### src/rtl/alu_exec_pipe.sv
// Pipelined RV32I/RV64I integer execute unit for OP and OP-IMM instructions.
// The result is computed at accept; the remaining stages carry {valid, result, rd} under valid/ready flow control.
module alu_exec_pipe #(
    parameter int unsigned XLEN   = 32,
    parameter int unsigned STAGES = 2,
    parameter int unsigned RD_W   = 5
) (
    input  logic            clk,
    input  logic            rst_n,
    input  logic            flush,
    input  logic            in_valid,
    output logic            in_ready,
    input  logic [XLEN-1:0] in_op_a,
    input  logic [XLEN-1:0] in_op_b,
    input  logic [11:0]     in_imm,
    input  logic            in_use_imm,
    input  logic [2:0]      in_funct3,
    input  logic            in_funct7b5,
    input  logic [RD_W-1:0] in_rd,
    output logic            out_valid,
    input  logic            out_ready,
    output logic [XLEN-1:0] out_result,
    output logic [RD_W-1:0] out_rd,
    output logic            busy
);

    localparam int unsigned SHW = $clog2(XLEN);

    logic [XLEN-1:0]        op_b_c;
    logic [SHW-1:0]         shamt_c;
    logic signed [XLEN-1:0] sra_c;
    logic                   lt_s_c;
    logic                   lt_u_c;
    logic [XLEN-1:0]        alu_c;
    logic [XLEN-1:0]        res_c;

    logic [STAGES-1:0]      v_q, v_d;
    logic [XLEN-1:0]        res_q [STAGES];
    logic [XLEN-1:0]        res_d [STAGES];
    logic [RD_W-1:0]        rd_q  [STAGES];
    logic [RD_W-1:0]        rd_d  [STAGES];
    logic [STAGES-1:0]      adv_c;
    logic [STAGES-1:0]      ld_c;
    logic                   nxt_ld_c;
    logic                   accept_c;

    // Operand select and ALU; writes to x0 are zeroed but still flow down the pipe
    always_comb begin
        op_b_c  = in_use_imm ? {{(XLEN-12){in_imm[11]}}, in_imm} : in_op_b;
        shamt_c = op_b_c[SHW-1:0];
        sra_c   = $signed(in_op_a) >>> shamt_c;
        lt_s_c  = $signed(in_op_a) < $signed(op_b_c);
        lt_u_c  = in_op_a < op_b_c;
        alu_c   = '0;
        case (in_funct3)
            3'b000: begin
                if (!in_use_imm && in_funct7b5) alu_c = in_op_a - op_b_c;
                else                            alu_c = in_op_a + op_b_c;
            end
            3'b001: alu_c = in_op_a << shamt_c;
            3'b010: alu_c = {{(XLEN-1){1'b0}}, lt_s_c};
            3'b011: alu_c = {{(XLEN-1){1'b0}}, lt_u_c};
            3'b100: alu_c = in_op_a ^ op_b_c;
            3'b101: begin
                if (in_funct7b5) alu_c = XLEN'(sra_c);
                else             alu_c = in_op_a >> shamt_c;
            end
            3'b110: alu_c = in_op_a | op_b_c;
            3'b111: alu_c = in_op_a & op_b_c;
            default: alu_c = '0;
        endcase
        res_c = (in_rd == '0) ? '0 : alu_c;
    end

    // Ready chain from the output back to stage 0, then next-state for every stage
    always_comb begin
        adv_c    = '0;
        ld_c     = '0;
        nxt_ld_c = out_ready;
        v_d      = v_q;
        res_d    = res_q;
        rd_d     = rd_q;
        for (int unsigned i = 0; i < STAGES; i++) begin
            adv_c[STAGES-1-i] = v_q[STAGES-1-i] && nxt_ld_c;
            ld_c[STAGES-1-i]  = !v_q[STAGES-1-i] || adv_c[STAGES-1-i];
            nxt_ld_c          = ld_c[STAGES-1-i];
        end
        in_ready = !flush && ld_c[0];
        accept_c = in_valid && in_ready;

        if (ld_c[0]) begin
            v_d[0] = accept_c;
            if (accept_c) begin
                res_d[0] = res_c;
                rd_d[0]  = in_rd;
            end
        end
        for (int unsigned k = 1; k < STAGES; k++) begin
            if (ld_c[k]) begin
                v_d[k] = adv_c[k-1];
                if (adv_c[k-1]) begin
                    res_d[k] = res_q[k-1];
                    rd_d[k]  = rd_q[k-1];
                end
            end
        end
        if (flush) v_d = '0;
    end

    always_ff @(posedge clk or negedge rst_n) begin
        if (!rst_n) begin
            v_q <= '0;
            for (int unsigned k = 0; k < STAGES; k++) begin
                res_q[k] <= '0;
                rd_q[k]  <= '0;
            end
        end else begin
            v_q <= v_d;
            for (int unsigned k = 0; k < STAGES; k++) begin
                res_q[k] <= res_d[k];
                rd_q[k]  <= rd_d[k];
            end
        end
    end

    assign out_valid  = v_q[STAGES-1];
    assign out_result = res_q[STAGES-1];
    assign out_rd     = rd_q[STAGES-1];
    assign busy       = |v_q;

endmodule

### config.mk
export PLATFORM = sky130hd
export DESIGN_NAME = alu_exec_pipe
export DESIGN_NICKNAME = d
export VERILOG_FILES = /design/src/rtl/alu_exec_pipe.sv
export SDC_FILE = /design/constraint.sdc
export NUM_CORES = 1
export LEC_CHECK = 0
export CORE_ASPECT_RATIO = 1.2
export CORE_MARGIN = 2
export CORE_UTILIZATION = 50
export CTS_BUF_LIST = sky130_fd_sc_hd__clkbuf_8
export CTS_CLUSTER_SIZE = 30
export DETAILED_ROUTE_END_ITERATION = 10
export PLACE_DENSITY_LB_ADDON = 0.1
export SLEW_MARGIN = 10
export SYNTH_ARGS = -nofsm -noshare
export SYNTH_HDL_FRONTEND = slang
export SYNTH_SLANG_ARGS = --single-unit
### constraint.sdc
create_clock -name clk -period 3.98 [get_ports clk]
set_input_delay 0.796 -clock clk [delete_from_list [all_inputs] [get_ports clk]]
set_output_delay 0.796 -clock clk [all_outputs]
set_load 0.01 [all_outputs]
=== Yosys cells after proc, flatten, opt, wreduce, memory -nomap -nowiden ===
Index checks and enable logic that the tools add are counted.

* Reductions and logical operators: 18
* Add/subtract/negate cells: 2
* Mux-type cells: 8
* Bitwise gates (word level): 3
* Equal/unequal tests: 7
* Order comparisons: 2
* Shift-type cells: 3

{| class="wikitable"
|+ Operators by type and width
! cell !! number
|-
| case mux 32 bit (8 select lines) || 1
|-
| 2-to-1 mux 32 bit || 4
|-
| less-than comparator 32 bit || 2
|-
| adder 32 bit || 1
|-
| AND 32 bit || 1
|-
| bitwise OR 32 bit || 1
|-
| left shift 32 x 5 -> 32 bit || 1
|-
| right shift 32 x 5 -> 32 bit || 1
|-
| >>> shifter 32 x 5 -> 32 bit || 1
|-
| subtractor 32 bit || 1
|-
| bitwise XOR 32 bit || 1
|-
| equality test 3 bit, second input constant || 4
|-
| equality test 3 x 2 -> 1 bit, second input constant || 2
|-
| logical AND 1 bit || 5
|-
| logical NOT 5 bit || 1
|-
| logical NOT 1 bit || 4
|-
| AND reduction 2 bit || 2
|-
| nonzero test 2 bit || 2
|-
| equality test 3 x 1 -> 1 bit, second input constant || 1
|-
| logical NOT 3 bit || 1
|-
| logical OR 1 bit || 2
|-
| 2-to-1 mux 1 bit || 2
|-
| 2-to-1 mux 2 bit || 1
|-
| OR reduction 2 bit || 1
|}

* Input bits: 91
* Output and inout port bits: 40
* Logic and storage cells: 49
* Register bits after elaboration: 76

=== Longest topological paths before layout ===
Gate-level depths: netlist of the first run.

* Depth in word-level cells: 8
* Mapped depth: 18
* Depth with buffers taken out: 14

=== Least setup slack after synthesis of the first run ===
Ideal clock, no wire load.

* Path type: input to register
* From: in in_use_imm
* To: reg res_q[62] (netlist name)
* Stages on the path: 17
* Library setup time: 0.122 ns
* Buffers on the path: 4
* Data arrival time: 4.409 ns
* Setup slack: -0.551 ns
* Required time: 3.858 ns
* Cells stage by stage: buf_6 mux2i_4 inv_6 buf_6 buf_6 buf_2 ha_1 fa_1 a21oi_1 o211ai_1 a31oi_1 a311o_1 a21oi_1 or4b_2 o21ai_0 nand2_1 a32o_1

* Longest elaborated chain between the ends: 5
* Elaborated cells on any way between the ends: 15
* Those cells by class: add/sub: 2; shift: 3; mux: 5; bitwise: 3; reduce/logical: 2

{| class="wikitable"
|+ Ends and longest elaborated chain
! element !! RTL line !! text
|-
| start: declaration || 16 || <nowiki>input logic in_use_imm,</nowiki>
|-
| 2-to-1 mux 32 bit / logical NOT 1 bit (equally long branches) || 49, 57 ||
|-
| adder 32 bit, or another cell as far along || 58 || <nowiki>else alu_c = in_op_a + op_b_c;</nowiki>
|-
| 2-to-1 mux 32 bit, on equally long branches || 57, 65 ||
|-
| case mux 32 bit (8 select lines) * || 55 || <nowiki>case (in_funct3)</nowiki>
|-
| 2-to-1 mux 32 bit * || 72 || <nowiki>res_c = (in_rd == '0) ? '0 : alu_c;</nowiki>
|-
| end signal: indexed assignment || 120 || <nowiki>res_q[k] <= res_d[k];</nowiki>
|-
| end: declaration || 38 || <nowiki>logic [XLEN-1:0] res_q [STAGES];</nowiki>
|}

Every way passes the cells marked *; elsewhere a longest branch is shown, timed or not.
A chain may end at the register's enable or synchronous reset.

=== Final worst setup path of the first run ===
* From: in in_use_imm
* To: reg res_q[51] (netlist name)

Same word-level chain as after synthesis.

==> impl_metrics.ini, run 1 <==
[run_status]
outcome = finished, final reports clean

[floorplan]
core-area_um2 = 23900
rows = 62
die-width_um = 146
ioPinCount = 131
die-area_um2 = 25600
initial_utilization_pct = 50.8
die_h_um = 175

[clock_network]
cts.reportedPaths.clkPinSlew_ns = 0.10
ctsHoldBuffers = 0
cts_buffers = 9
tritoncts = done
clock-root-buffer = clkbuf_8
numClockSinks = 76
clk_latency_ns = 0.40
clockBufferDepth = 2
htree_num_levels = 3

[routing]
drt_iter0_markers = 1909
drt-vias-per-instance = 6.40
wl_um = 57000
vias = 15100
wl_per_cell_um = 24.2
antenna_left = 0
route.detailed.drc = 0
drtPass1Iterations = 7

[power_and_ir_drop]
seqPwrFrac_pct = 22.9
switchingPower_mw = 1.96
vdd_drop_max_mv = 0.145
power_leakage_nw = 7.80
powerDensity_nw_per_um2 = 270
comb_power_share_pct = 63.9
finalPower_mw = 4.48
swShare_pct = 43.7
p_int_mw = 2.52
clkPwrFrac_pct = 13.3

[synth]
syn_inst = 1634
syn_area_per_cell_um2 = 7.43
yosys_register_bits = 76
synth_cell_types = 82
yosys_warnings = 0
ys_seq_area_share_pct = 15.7
syn-cell-area_um2 = 12100
synth_ff_type = dfrtp_1
synth-edff-count = 0
syn-num-nets = 1824
async_flop_share_pct = 100

[timing]
finalClockSkew_ns = 0.0295
fin_crit_ns = 3.90
timing_hold_violations_final = 0
slew_headroom_pct = 34.6
setup_viol = 0
rsz0062_at_grt = true
finalCritPeriodShare_pct = 97.9
worst_pin_slew_ns = 0.981
max_freq_mhz = 257
drv_slew = 0

[finish]
fin_cells = 2358
finalNetCount = 2223
drive_above_1_share_pct = 26.7
n_fill_cell = 2068
seq_area_um2 = 1900
antenna_cells = 0
multi_input_area_um2 = 9280
syn_to_final_growth_pct = 36.6

[placed_design]
io_buffers = 130
place.gp.congestion = 1.08
placed_cells = 2335
dp_hpwl_um = 45800

[worst_setup_path]
regToRegStartpoint = v_q[1]
reg2reg_to = res_q[51]
startpoint_type = input pin
crit_path_start = in_use_imm
worstSetupEndpointType = flop
required_ns = 4.25
cp_max_fo = 6
critical_path_class = input pin to flop
rr_worst_depth = 10
worstPathArrival_ns = 4.17
regToRegSetupSlack_ns = 1.54
cp-endpoint = res_q[51]

[global_routing]
grt_pass1_wl_um = 86200
grt_usage_pct = 44.0
antenna_found_initial = 0
grt.overflow.total = 0
grt_max_degree = 77
grt_pass1_vias = 14600

[hold_path]
hp-class = flop to flop

[run]
max_cap_viol_count = 0
routing by layer:
| metal | track usage, % | share of wire, % |
|---|---|---|
| met3 | 9.43 | 11 |
| met1 | 53.7 | 37 |
| met2 | 70.2 | 44 |
| met5 | 0.385 | 0 |
| met4 | 28.6 | 8.1 |
sequential cells by signal, summed over array words and instances (netlist names):
name and flops:
out_result 32, v_q 2, res_q 32, out_rd 5
rd_q 5
layout by cell type (no fill, tap or decap), types with 15 or more instances in the layout:
cell / Yosys / routed
dfrtp_1: 76 / 76
xnor2_1: 18 / 18
mux2i_1: 130 / 125
nand2_1: 172 / 172
a21oi_1: 170 / 165
a31oi_1: 24 / 22
inv_1: 97 / 96
mux2_2: 56 / 56
a211oi_1: 29 / 26
a221oi_1: 19 / 17
o31ai_1: 15 / 15
nand3_1: 36 / 36
buf_4: 37 / 404
ha_1: 97 / 96
nor2_1: 126 / 126
nor2b_1: 17 / 15
o211ai_1: 18 / 18
nor3_1: 31 / 28
clkdlybuf4s50_1: 0 / 125
o21ai_0: 123 / 119
stage by stage:
stage | worst slack, ns | area [um^2] | utilization, % | TNS (ns) | hold slack [ns]
2_1_floorplan | -0.110 | 12200 | - | -0.136 | 0.435
3_3_place_gp | -0.622 | 16200 | 67.9 | -12.94 | 0.450
3_5_place_dp | -0.706 | 16200 | 67.9 | -14.90 | 0.470
4_1_cts | 0.0889 | 16500 | 69.1 | 0 | 0.490
5_1_grt | -0.0848 | 16600 | 69.5 | -0.283 | 0.515
6_report | 0.0826 | 16600 | 69.5 | 0 | 0.487
what timing repair did:
item,CTS,global route
endpoints found under the setup margin,21,15
buffers inserted,4,3
resized for setup,17,18
pin swaps,5,5
worst min-delay path by stage:
stage	startpoint	endpoint	slack, ns	cells past startpoint
after global placement	res_q[43]	res_q[43]	0.45	2
after detailed placement	res_q[42]	res_q[42]	0.47	1
final	res_q[42]	res_q[42]	0.49	1
after floorplan	res_q[43]	res_q[43]	0.43	2
after global routing	res_q[42]	res_q[42]	0.52	1
after CTS	res_q[42]	res_q[42]	0.49	1
cell type report:
type,instances,share of cell area (%)
tap,320,2.41
multi-input combinational,1308,55.9
inverter,98,2.25
clock inverter,7,0.392
clock buffer,9,0.746
sequential,76,11.5
timing repair buffer,540,26.8
kinds of logic after synthesis:
family / after synthesis / synth area share [%]
DFF: 76 / 15.7
muxes: 199 / 18.2
adders and majority gates: 99 / 10.3
AOI/OAI and AO/OA: 532 / 27.7
xor gates and xnor gates: 23 / 1.66
and+or+nand+nor: 455 / 16.8
buffers and inverters: 250 / 9.60
synth_stat cells (24+ instances only):
cell	instances	share of area, %
nand2_1	172	5.3
a21oi_1	170	7.0
mux2i_1	130	11
nor2_1	126	3.9
o21ai_0	123	5.1
ha_1	97	10
inv_1	97	3.0
clkbuf_1	82	2.5
dfrtp_1	76	16
mux2_2	56	5.2
buf_4	37	2.3
nand3_1	36	1.5
nor3_1	31	1.3
a211oi_1	29	1.8
a31oi_1	24	1.2
critical path: stages:
cell	delay, ns
clkdlybuf4s15_1	0.22
buf_12	0.18
and2_2	0.23
a21oi_1	0.25
ha_1	0.33
nor4_2	0.34
nand4_1	0.16
a31oi_1	0.29
or3_1	0.31
o221ai_1	0.23
nor3_1	0.29
nor4_1	0.09
nor3_1	0.32
o31ai_1	0.13
power by group through the flow:
stage | combinational, mW | sequential (mW) | clock, mW
after detailed placement | 2.73 | 1.04 | 0
after CTS | 2.76 | 1.02 | 0.603
after floorplan | 1.52 | 1.00 | 0
final | 2.86 | 1.02 | 0.593
after global placement | 2.69 | 1.02 | 0
after global routing | 3.02 | 1.04 | 0.622
(Power assumes the default switching activity.)
==> inputs of run 2 (changes only) <==
--- a/config.mk
+++ b/config.mk
@@ -11,6 +11,7 @@
 export CTS_BUF_LIST = sky130_fd_sc_hd__clkbuf_8
 export CTS_CLUSTER_SIZE = 30
 export DETAILED_ROUTE_END_ITERATION = 10
+export HOLD_SLACK_MARGIN = 0.05
 export PLACE_DENSITY_LB_ADDON = 0.1
 export SLEW_MARGIN = 10
 export SYNTH_ARGS = -nofsm -noshare
==> results of run 2 <==
The final DEF is identical to that of run 1; final timing and power are the same.
==> inputs of run 3 (changes only) <==
--- a/config.mk
+++ b/config.mk
@@ -13,7 +13,6 @@
 export DETAILED_ROUTE_END_ITERATION = 10
 export HOLD_SLACK_MARGIN = 0.05
 export PLACE_DENSITY_LB_ADDON = 0.1
-export SLEW_MARGIN = 10
 export SYNTH_ARGS = -nofsm -noshare
 export SYNTH_HDL_FRONTEND = slang
 export SYNTH_SLANG_ARGS = --single-unit
==> results of run 3 <==
The final DEF is identical to that of run 1; final timing and power are the same.
